### src/rtl/multi_cycle_fsm_ctrl.sv
// multi_cycle_fsm_ctrl: main control FSM for a multi-cycle MIPS-I style datapath.
// Produces the per-state datapath strobes and selects, and counts retired
// instructions.
//
// state      | meaning
// -----------+---------------------------------------------------------
// RESET      | idle after reset, every strobe low
// FETCH      | read IR from memory, PC+4; held while memory is busy
// DECODE     | register read, branch target precompute, dispatch
// MEM_ADDR   | effective address = A + sign-ext imm
// MEM_READ   | load data read; held while memory is busy
// MEM_WB     | write MDR into rt
// MEM_WRITE  | store data write; held while memory is busy
// R_EXEC     | ALU op selected by funct on A,B
// R_WB       | write ALUOut into rd
// BEQ / BNE  | compare A,B and conditionally load branch target
// JUMP       | PC <- jump target
// I_EXEC     | ALU op selected by opcode on A, sign-ext imm
// I_WB       | write ALUOut into rt
// JAL        | PC <- jump target, r31 <- PC
// JR         | PC <- A
// JALR       | PC <- A, rd <- PC
// LUI        | ALU computes imm << 16
// SHIFT_EXEC | shift B by shamt
// TRAP       | undecodable instruction; only reset leaves this state
module multi_cycle_fsm_ctrl #(
    parameter int CNT_W     = 32,
    parameter bit HAS_SHIFT = 1'b1,
    parameter bit HAS_LINK  = 1'b1
) (
    input  logic             clk,
    input  logic             rst,
    input  logic [5:0]       opcode,
    input  logic [5:0]       funct,
    input  logic             memReady,
    output logic [1:0]       pcWriteCond,
    output logic             pcWrite,
    output logic             iorD,
    output logic             memRead,
    output logic             memWrite,
    output logic             irWrite,
    output logic             regWrite,
    output logic [1:0]       pcSource,
    output logic [2:0]       aluOp,
    output logic [1:0]       aluSrcA,
    output logic [1:0]       aluSrcB,
    output logic [1:0]       memToReg,
    output logic [1:0]       regDst,
    output logic             illegal,
    output logic [CNT_W-1:0] retireCount,
    output logic [4:0]       state
);

    typedef enum logic [4:0] {
        S_RESET      = 5'd0,
        S_FETCH      = 5'd1,
        S_DECODE     = 5'd2,
        S_MEM_ADDR   = 5'd3,
        S_MEM_READ   = 5'd4,
        S_MEM_WB     = 5'd5,
        S_MEM_WRITE  = 5'd6,
        S_R_EXEC     = 5'd7,
        S_R_WB       = 5'd8,
        S_BEQ        = 5'd9,
        S_BNE        = 5'd10,
        S_JUMP       = 5'd11,
        S_I_EXEC     = 5'd12,
        S_I_WB       = 5'd13,
        S_JAL        = 5'd14,
        S_JR         = 5'd15,
        S_JALR       = 5'd16,
        S_LUI        = 5'd17,
        S_SHIFT_EXEC = 5'd18,
        S_TRAP       = 5'd19
    } state_t;

    localparam logic [5:0] OP_R    = 6'b000000;
    localparam logic [5:0] OP_J    = 6'b000010;
    localparam logic [5:0] OP_JAL  = 6'b000011;
    localparam logic [5:0] OP_BEQ  = 6'b000100;
    localparam logic [5:0] OP_BNE  = 6'b000101;
    localparam logic [5:0] OP_ADDI = 6'b001000;
    localparam logic [5:0] OP_SLTI = 6'b001010;
    localparam logic [5:0] OP_ANDI = 6'b001100;
    localparam logic [5:0] OP_ORI  = 6'b001101;
    localparam logic [5:0] OP_XORI = 6'b001110;
    localparam logic [5:0] OP_LUI  = 6'b001111;
    localparam logic [5:0] OP_LW   = 6'b100011;
    localparam logic [5:0] OP_SW   = 6'b101011;

    localparam logic [5:0] FN_SLL  = 6'b000000;
    localparam logic [5:0] FN_SRL  = 6'b000010;
    localparam logic [5:0] FN_JR   = 6'b001000;
    localparam logic [5:0] FN_JALR = 6'b001001;

    state_t           state_q;
    state_t           state_d;
    state_t           decode_next;
    logic             retire_en;
    logic [CNT_W-1:0] retire_q;

    // Dispatch target for the instruction currently held in IR.
    always_comb begin
        decode_next = S_TRAP;
        case (opcode)
            OP_R: begin
                if (funct == FN_JR) begin
                    decode_next = HAS_LINK ? S_JR : S_TRAP;
                end else if (funct == FN_JALR) begin
                    decode_next = HAS_LINK ? S_JALR : S_TRAP;
                end else if ((funct == FN_SLL) || (funct == FN_SRL)) begin
                    decode_next = HAS_SHIFT ? S_SHIFT_EXEC : S_TRAP;
                end else begin
                    decode_next = S_R_EXEC;
                end
            end
            OP_J:    decode_next = S_JUMP;
            OP_JAL:  decode_next = HAS_LINK ? S_JAL : S_TRAP;
            OP_BEQ:  decode_next = S_BEQ;
            OP_BNE:  decode_next = S_BNE;
            OP_ADDI,
            OP_SLTI,
            OP_ANDI,
            OP_ORI,
            OP_XORI: decode_next = S_I_EXEC;
            OP_LUI:  decode_next = S_LUI;
            OP_LW,
            OP_SW:   decode_next = S_MEM_ADDR;
            default: decode_next = S_TRAP;
        endcase
    end

    // Next-state selection; memory-wait states hold until memReady.
    always_comb begin
        state_d = state_q;
        case (state_q)
            S_RESET:      state_d = S_FETCH;
            S_FETCH:      state_d = memReady ? S_DECODE : S_FETCH;
            S_DECODE:     state_d = decode_next;
            // IR is stable for the whole instruction, so the opcode can be
            // re-examined here instead of carrying a load/store flag.
            S_MEM_ADDR:   state_d = (opcode == OP_SW) ? S_MEM_WRITE : S_MEM_READ;
            S_MEM_READ:   state_d = memReady ? S_MEM_WB : S_MEM_READ;
            S_MEM_WB:     state_d = S_FETCH;
            S_MEM_WRITE:  state_d = memReady ? S_FETCH : S_MEM_WRITE;
            S_R_EXEC:     state_d = S_R_WB;
            S_SHIFT_EXEC: state_d = S_R_WB;
            S_R_WB:       state_d = S_FETCH;
            S_BEQ:        state_d = S_FETCH;
            S_BNE:        state_d = S_FETCH;
            S_JUMP:       state_d = S_FETCH;
            S_JAL:        state_d = S_FETCH;
            S_JR:         state_d = S_FETCH;
            S_JALR:       state_d = S_FETCH;
            S_I_EXEC:     state_d = S_I_WB;
            S_LUI:        state_d = S_I_WB;
            S_I_WB:       state_d = S_FETCH;
            S_TRAP:       state_d = S_TRAP;
            default:      state_d = S_RESET;
        endcase
    end

    // State register.
    always_ff @(posedge clk or negedge rst) begin
        if (!rst) begin
            state_q <= S_RESET;
        end else begin
            state_q <= state_d;
        end
    end

    // Datapath controls, a pure function of state (plus memReady in FETCH).
    always_comb begin
        pcWriteCond = 2'b00;
        pcWrite     = 1'b0;
        iorD        = 1'b0;
        memRead     = 1'b0;
        memWrite    = 1'b0;
        irWrite     = 1'b0;
        regWrite    = 1'b0;
        pcSource    = 2'b00;
        aluOp       = 3'b000;
        aluSrcA     = 2'b00;
        aluSrcB     = 2'b00;
        memToReg    = 2'b00;
        regDst      = 2'b00;
        illegal     = 1'b0;
        case (state_q)
            S_FETCH: begin
                memRead = 1'b1;
                aluSrcB = 2'b01;
                // IR and PC capture only on the cycle the read completes.
                irWrite = memReady;
                pcWrite = memReady;
            end
            S_DECODE: begin
                aluSrcB = 2'b11;
            end
            S_MEM_ADDR: begin
                aluSrcA = 2'b01;
                aluSrcB = 2'b10;
            end
            S_MEM_READ: begin
                memRead = 1'b1;
                iorD    = 1'b1;
            end
            S_MEM_WB: begin
                regWrite = 1'b1;
                memToReg = 2'b01;
            end
            S_MEM_WRITE: begin
                memWrite = 1'b1;
                iorD     = 1'b1;
            end
            S_R_EXEC: begin
                aluSrcA = 2'b01;
                aluOp   = 3'b010;
            end
            S_SHIFT_EXEC: begin
                aluSrcA = 2'b10;
                aluOp   = 3'b010;
            end
            S_R_WB: begin
                regWrite = 1'b1;
                regDst   = 2'b01;
            end
            S_BEQ, S_BNE: begin
                aluSrcA     = 2'b01;
                aluOp       = 3'b001;
                pcSource    = 2'b01;
                pcWriteCond = (state_q == S_BEQ) ? 2'b01 : 2'b10;
            end
            S_JUMP: begin
                pcWrite  = 1'b1;
                pcSource = 2'b10;
            end
            S_JAL: begin
                pcWrite  = 1'b1;
                pcSource = 2'b10;
                regWrite = 1'b1;
                regDst   = 2'b10;
                memToReg = 2'b10;
            end
            S_JR: begin
                pcWrite  = 1'b1;
                pcSource = 2'b11;
            end
            S_JALR: begin
                pcWrite  = 1'b1;
                pcSource = 2'b11;
                regWrite = 1'b1;
                regDst   = 2'b01;
                memToReg = 2'b10;
            end
            S_I_EXEC: begin
                aluSrcA = 2'b01;
                aluSrcB = 2'b10;
                aluOp   = 3'b011;
            end
            S_LUI: begin
                aluSrcB = 2'b10;
                aluOp   = 3'b100;
            end
            S_I_WB: begin
                regWrite = 1'b1;
            end
            S_TRAP: begin
                illegal = 1'b1;
            end
            default: begin
                illegal = 1'b0;
            end
        endcase
    end

    // An instruction retires when control returns to FETCH from its last
    // state; the RESET->FETCH step and FETCH stalls do not count.
    assign retire_en = (state_d == S_FETCH) && (state_q != S_FETCH) &&
                       (state_q != S_RESET);

    // Retired-instruction counter, wrapping naturally at its width.
    always_ff @(posedge clk or negedge rst) begin
        if (!rst) begin
            retire_q <= '0;
        end else if (retire_en) begin
            retire_q <= retire_q + CNT_W'(1);
        end
    end

    assign retireCount = retire_q;
    assign state       = state_q;

endmodule

### config.mk
export PLATFORM = sky130hd
export DESIGN_NAME = multi_cycle_fsm_ctrl
export DESIGN_NICKNAME = d
export VERILOG_FILES = /design/src/rtl/multi_cycle_fsm_ctrl.sv
export SDC_FILE = /design/constraint.sdc
export NUM_CORES = 1
export LEC_CHECK = 0
export CAP_MARGIN = 25
export CORE_MARGIN = 3
export CORE_UTILIZATION = 45
export DETAILED_ROUTE_END_ITERATION = 8
export PLACE_DENSITY = 0.77
export SETUP_SLACK_MARGIN = 0.15
export SYNTH_ARGS = -nofsm -noshare
export SYNTH_HDL_FRONTEND = slang
export SYNTH_SLANG_ARGS = --single-unit
### constraint.sdc
create_clock -name clk -period 6.2 [get_ports clk]
set_input_delay 0.62 -clock clk [delete_from_list [all_inputs] [get_ports clk]]
set_output_delay 0.62 -clock clk [all_outputs]
set_load 0.1 [all_outputs]
# Yosys cells after proc, flatten, opt, wreduce, memory -nomap -nowiden
# Cells that the tools add are included.
# word_totals
regBits	37
inputBits	15
out_inout_bits	59
wordCells	86
# classes
n_addsub	1
eq_ne	36
mux	24
n_reduce_logical	23
# op_table
operator	n
$eq 6x4->1 const B	8
$pmux 5 s9	1
$eq 5x4->1 const B	8
$pmux 5 s8	1
$add 32x1->32 const B	1
$eq 5x3->1 const B	4
$eq 5x5->1 const B	4
$reduce_or 2->1	10
$eq 6x2->1 const B	3
$mux 5	3
$reduce_or 5->1	3
$eq 6x3->1 const B	2
$eq 6x6->1 const B	2
$logic_not 6->1	2
$pmux 2 s2	3
$pmux 2 s3	2
$pmux 3 s4	1
$eq 5x1->1 const B	2
$eq 5x2->1 const B	2
$reduce_or 10->1	1
$mux 2	4
$mux 1	7
$logic_not 5->1	1
$ne 5x1->1 const B	1
7 further kinds	8

# Logic depth before layout (Yosys ltp)
# logic_depth
ltp_word	10
depth_mapped	10
ltp_nobuf	7

# Least setup slack after synthesis
# Ideal clock, no wire load.
# synth_path
path_type	flip-flop to output port
start	reg state_q[2], in the netlist state[2]
end	out memRead
arrival_time_ns	4.509
t_required_ns	5.580
slack_ns	1.071
stages_incl_launch_ff	5
path_buffers	2
path_cell_list	dfrtp_1 > buf_2 > buf_1 > xnor2_1 > nor4_1
# synth_via
elab_chain_cells	3
word_cells_on_any_way	4
classes_between	eq/ne: 2; mux: 1; reduce/logical: 1
# synth_lines
item	line_no	source
from (decl)	96	state_t state_q;
from (signal assigned)	168	state_q <= state_d;
$eq 5x1->1 or $eq 5x3->1 (tied branches)	188	case (state_q)
$reduce_or 2->1 (no line) (*)	-	
$mux 1 (*)	188	
to (decl)	39	output logic memRead,
# Mark *: on every way between the ends. The rest lies on a longest branch, timed or not.

# Worst setup path after layout
# layout_path
start	reg state_q[4], in the netlist state[4]
end	out pcWrite
# layout_via
elab_chain_cells	3
word_cells_on_any_way	7
classes_between	eq/ne: 5; mux: 1; reduce/logical: 1
# layout_lines
item	line_no	source
$eq 5x5->1 or $eq 5x4->1 (tied branches)	188	
$reduce_or 4->1 (no line)	-	
$pmux 1 s2 (*)	188	
to (decl)	37	output logic pcWrite,
# Marks and branches as above.

==> out/qor.txt <==
final worst path period share: 62.1%
vias in the first global route: 2337
simple-gate share of the synthesized area: 33.8%
Area Growth Syn to Fin: 33.8%
core area: 0.00527 sq mm
crit path to: pcWrite
vias per cell: 5.83
Worst-Skew Late Latency: 290 ps
reg2reg start: state[2]
Worst EP arrival: 3230 ps
Overflow after GRT: 0
post-synthesis compound-gate area fraction: 11.1%
largest family of logic cells by synthesized area: simple AND/OR/NAND/NOR gates
initial antenna violation count: 0
Post-route DRC: 0
DR pass1 iterations: 4
ANT cells: 0
Yosys top cell area share: 36.5%
syn_nets: 299
Post-CTS Hold Buffers: 0
minimum clock period: 3850 ps
FF-to-FF setup slack: 2910 ps
CP delay by family, top: buffers and inverters
Worst Path Buf+Inv: 1
Hold Fails Final Rpt: 0
power per cell area: 469 mW/mm^2
Worst VDD drop: 0.000326 V
worst hold-check path type: flop to flop
PostCTS Resize Cnt: 0
max incr delay on CP: 1120 ps
Post-Synth XOR/XNOR Area: 11.4%
largest net degree at the start of global routing: 38
area leader, netlist: dfrtp_1
Reg2Reg Capture Point: retireCount[26]
maxcap violations: 0
Initial DRC Count: 146
Cell Rows: 26
die outline area: 0.00657 sq mm
cell area after synthesis: 0.00253 sq mm
hpwl dp: 4800 um
Root Buffer: clkbuf_8
die span in x: 81.0 um
post-CTS setup buffers: 0
Seq/Total Area, Yosys: 36.5%
Tot GR Track Use: 21.5%
data required time at the worst endpoint: 5580 ps
Crit. path cell count: 5
IO buf count: 73
leak pwr: 0.00138 uW
RePlAce Congestion: 0.909
library cells used by synthesis: 63
Synth Flop Type: dfrtp_1
clock buffer depth: 2
RSZ-0062 raised after global routing: no
proportion of layout cells with a drive suffix above 1: 9.14%
fin util: 64.3%
CP Capture Type: primary output
kind of critical path: flop to primary output
max frequency: 260 MHz
#FFs+latches synth: 37
CP Launch Point: state[4]
# setup viols final: 0
CTS Sinks: 37
Slew Viols, Final: 0
Wirelength per Cell: 15.7 um
ys async rst share: 100%
status: completed
largest cells by area after synthesis: dfrtp_1 37%, xnor2_1 5.9%, xor2_1 4.8%
cell breakdown of the critical path: or3b_2, or2_2, o21ai_0, or2_2, clkdlybuf4s50_1
global-route wire length before repair: 11200 um
clk slew on worst S/H paths: 70 ps
mean post-synth cell area: 8.95 sq um
Synth Area in Adders: 0.494%
most used cell, CP: or2_2
Clock Skews: 4.18 ps
worst r2r path cells: 8
setup TNS: 0 ps
gate count after technology mapping: 283
H-tree Lvls: 2
slew margin rel.: 33.8%
die height: 81.0 um
via count: 2448
fillers: 457
EDFF count, synth: 0
CP startpoint kind: flop
highest-delay cell along the critical path: clkdlybuf4s50_1
CP Max Fanout: 20
Worst-Margin Slew: 990 ps
CTS tree: built
fraction of synthesized area in multiplexers: 2.57%
Starting Density: 48.1%
Worst Hold Path Cells: 1
clock buffer count from CTS: 5
Routed Antenna Nets: 0
number of synthesis warnings: 0
Top Ports: 74
final wirelength: 6590 um
Layout Nets: 365
## synthesized netlist by cell type (3+ instances only)
cell / count
dfrtp_1: 37
nor2_1: 23
nand4_1: 18
xnor2_1: 17
nor3_1: 16
xor2_1: 14
nand3_1: 11
nand2_1: 10
clkbuf_1: 8
nand2b_1: 8
nor4_1: 8
and3_1: 7
nor2b_1: 7
or2_2: 7
o21ai_0: 6
a21oi_1: 5
and4_1: 5
o22ai_1: 5
a31oi_1: 4
and2_1: 4
buf_2: 4
inv_1: 4
nor3b_1: 4
mux2_2: 3
## final cells by class
class / count / area (sq um) / area share [%]
inverter: 4 / 15.0 / 0.443
timing repair buffer: 76 / 753 / 22.2
clock inverter: 1 / 5.00 / 0.148
tap: 70 / 87.6 / 2.58
clock buffer: 7 / 96.3 / 2.84
multi-input combinational: 225 / 1510 / 44.5
sequential: 37 / 926 / 27.3
## kinds of logic after synthesis
kind of cell	after synthesis
AOI/OAI and AO/OA	40
xor gates and xnor gates	32
adders and majority gates	1
buffers and inverters	21
DFF	37
muxes	6
and+or+nand+nor	146
## through the flow
stage | hold WS, ps | power, uW | area (sq um) | setup slack (ps) | cells
final | 482 | 1590 | 3390 | 2350 | 420
after global routing | 505 | 1670 | 3390 | 2180 | 420
after CTS | 482 | 1590 | 3390 | 2340 | 420
after detailed placement | 466 | 1410 | 3290 | 2660 | 412
after global placement | 458 | 1400 | 3290 | 2700 | 412
after floorplan | 324 | 1180 | 2530 | 1070 | 283
## placed cells by master (no fill, tap or decap), types with 5 or more instances in the layout
cell type,n
xor2_1,14
and4_1,5
and3_1,7
a21oi_1,5
nor2_1,23
nand3_1,11
or2_2,7
nand4_1,18
clkdlybuf4s50_1,73
xnor2_1,17
o21ai_0,6
clkbuf_8,7
nand2_1,10
nor2b_1,7
nor4_1,7
o22ai_1,5
nand2b_1,8
dfrtp_1,37
nor3_1,16
## registers in the layout, summed over array words and instances, names as in the netlist
register     flops
retireCount     32
state            5
## where the power goes
part,total [uW],internal [uW],switching (uW)
Combinational,1050,276,774
Sequential,353,268,84.1
Clock,185,100,84.9
## how the worst min path moves through the flow
stage / to / from
2_1_floorplan: retireCount[0] / rst
3_3_place_gp: retireCount[31] / retireCount[31]
3_5_place_dp: retireCount[31] / retireCount[31]
4_1_cts: retireCount[31] / retireCount[31]
5_1_grt: retireCount[31] / retireCount[31]
6_report: retireCount[31] / retireCount[31]
## layer usage
metal | global-route usage [%] | share of wire, % | up-vias
met5 | 0 | 0 | -
met4 | 5.91 | 1.4 | 0
met3 | 3.55 | 6.0 | 11
met2 | 33.8 | 48 | 96
met1 | 30.5 | 45 | 1182
li1 | - | - | 1159
## worst reg2reg max path, delay by kind of cell (launching register included)
family | cells | cell delay, ps
and+or+nand+nor | 4 | 1860
AOI/OAI and AO/OA | 2 | 310
buffers and inverters | 1 | 220
DFF | 1 | 610
xor gates and xnor gates | 1 | 180
No activity file was read; power rests on OpenSTA's default activity.
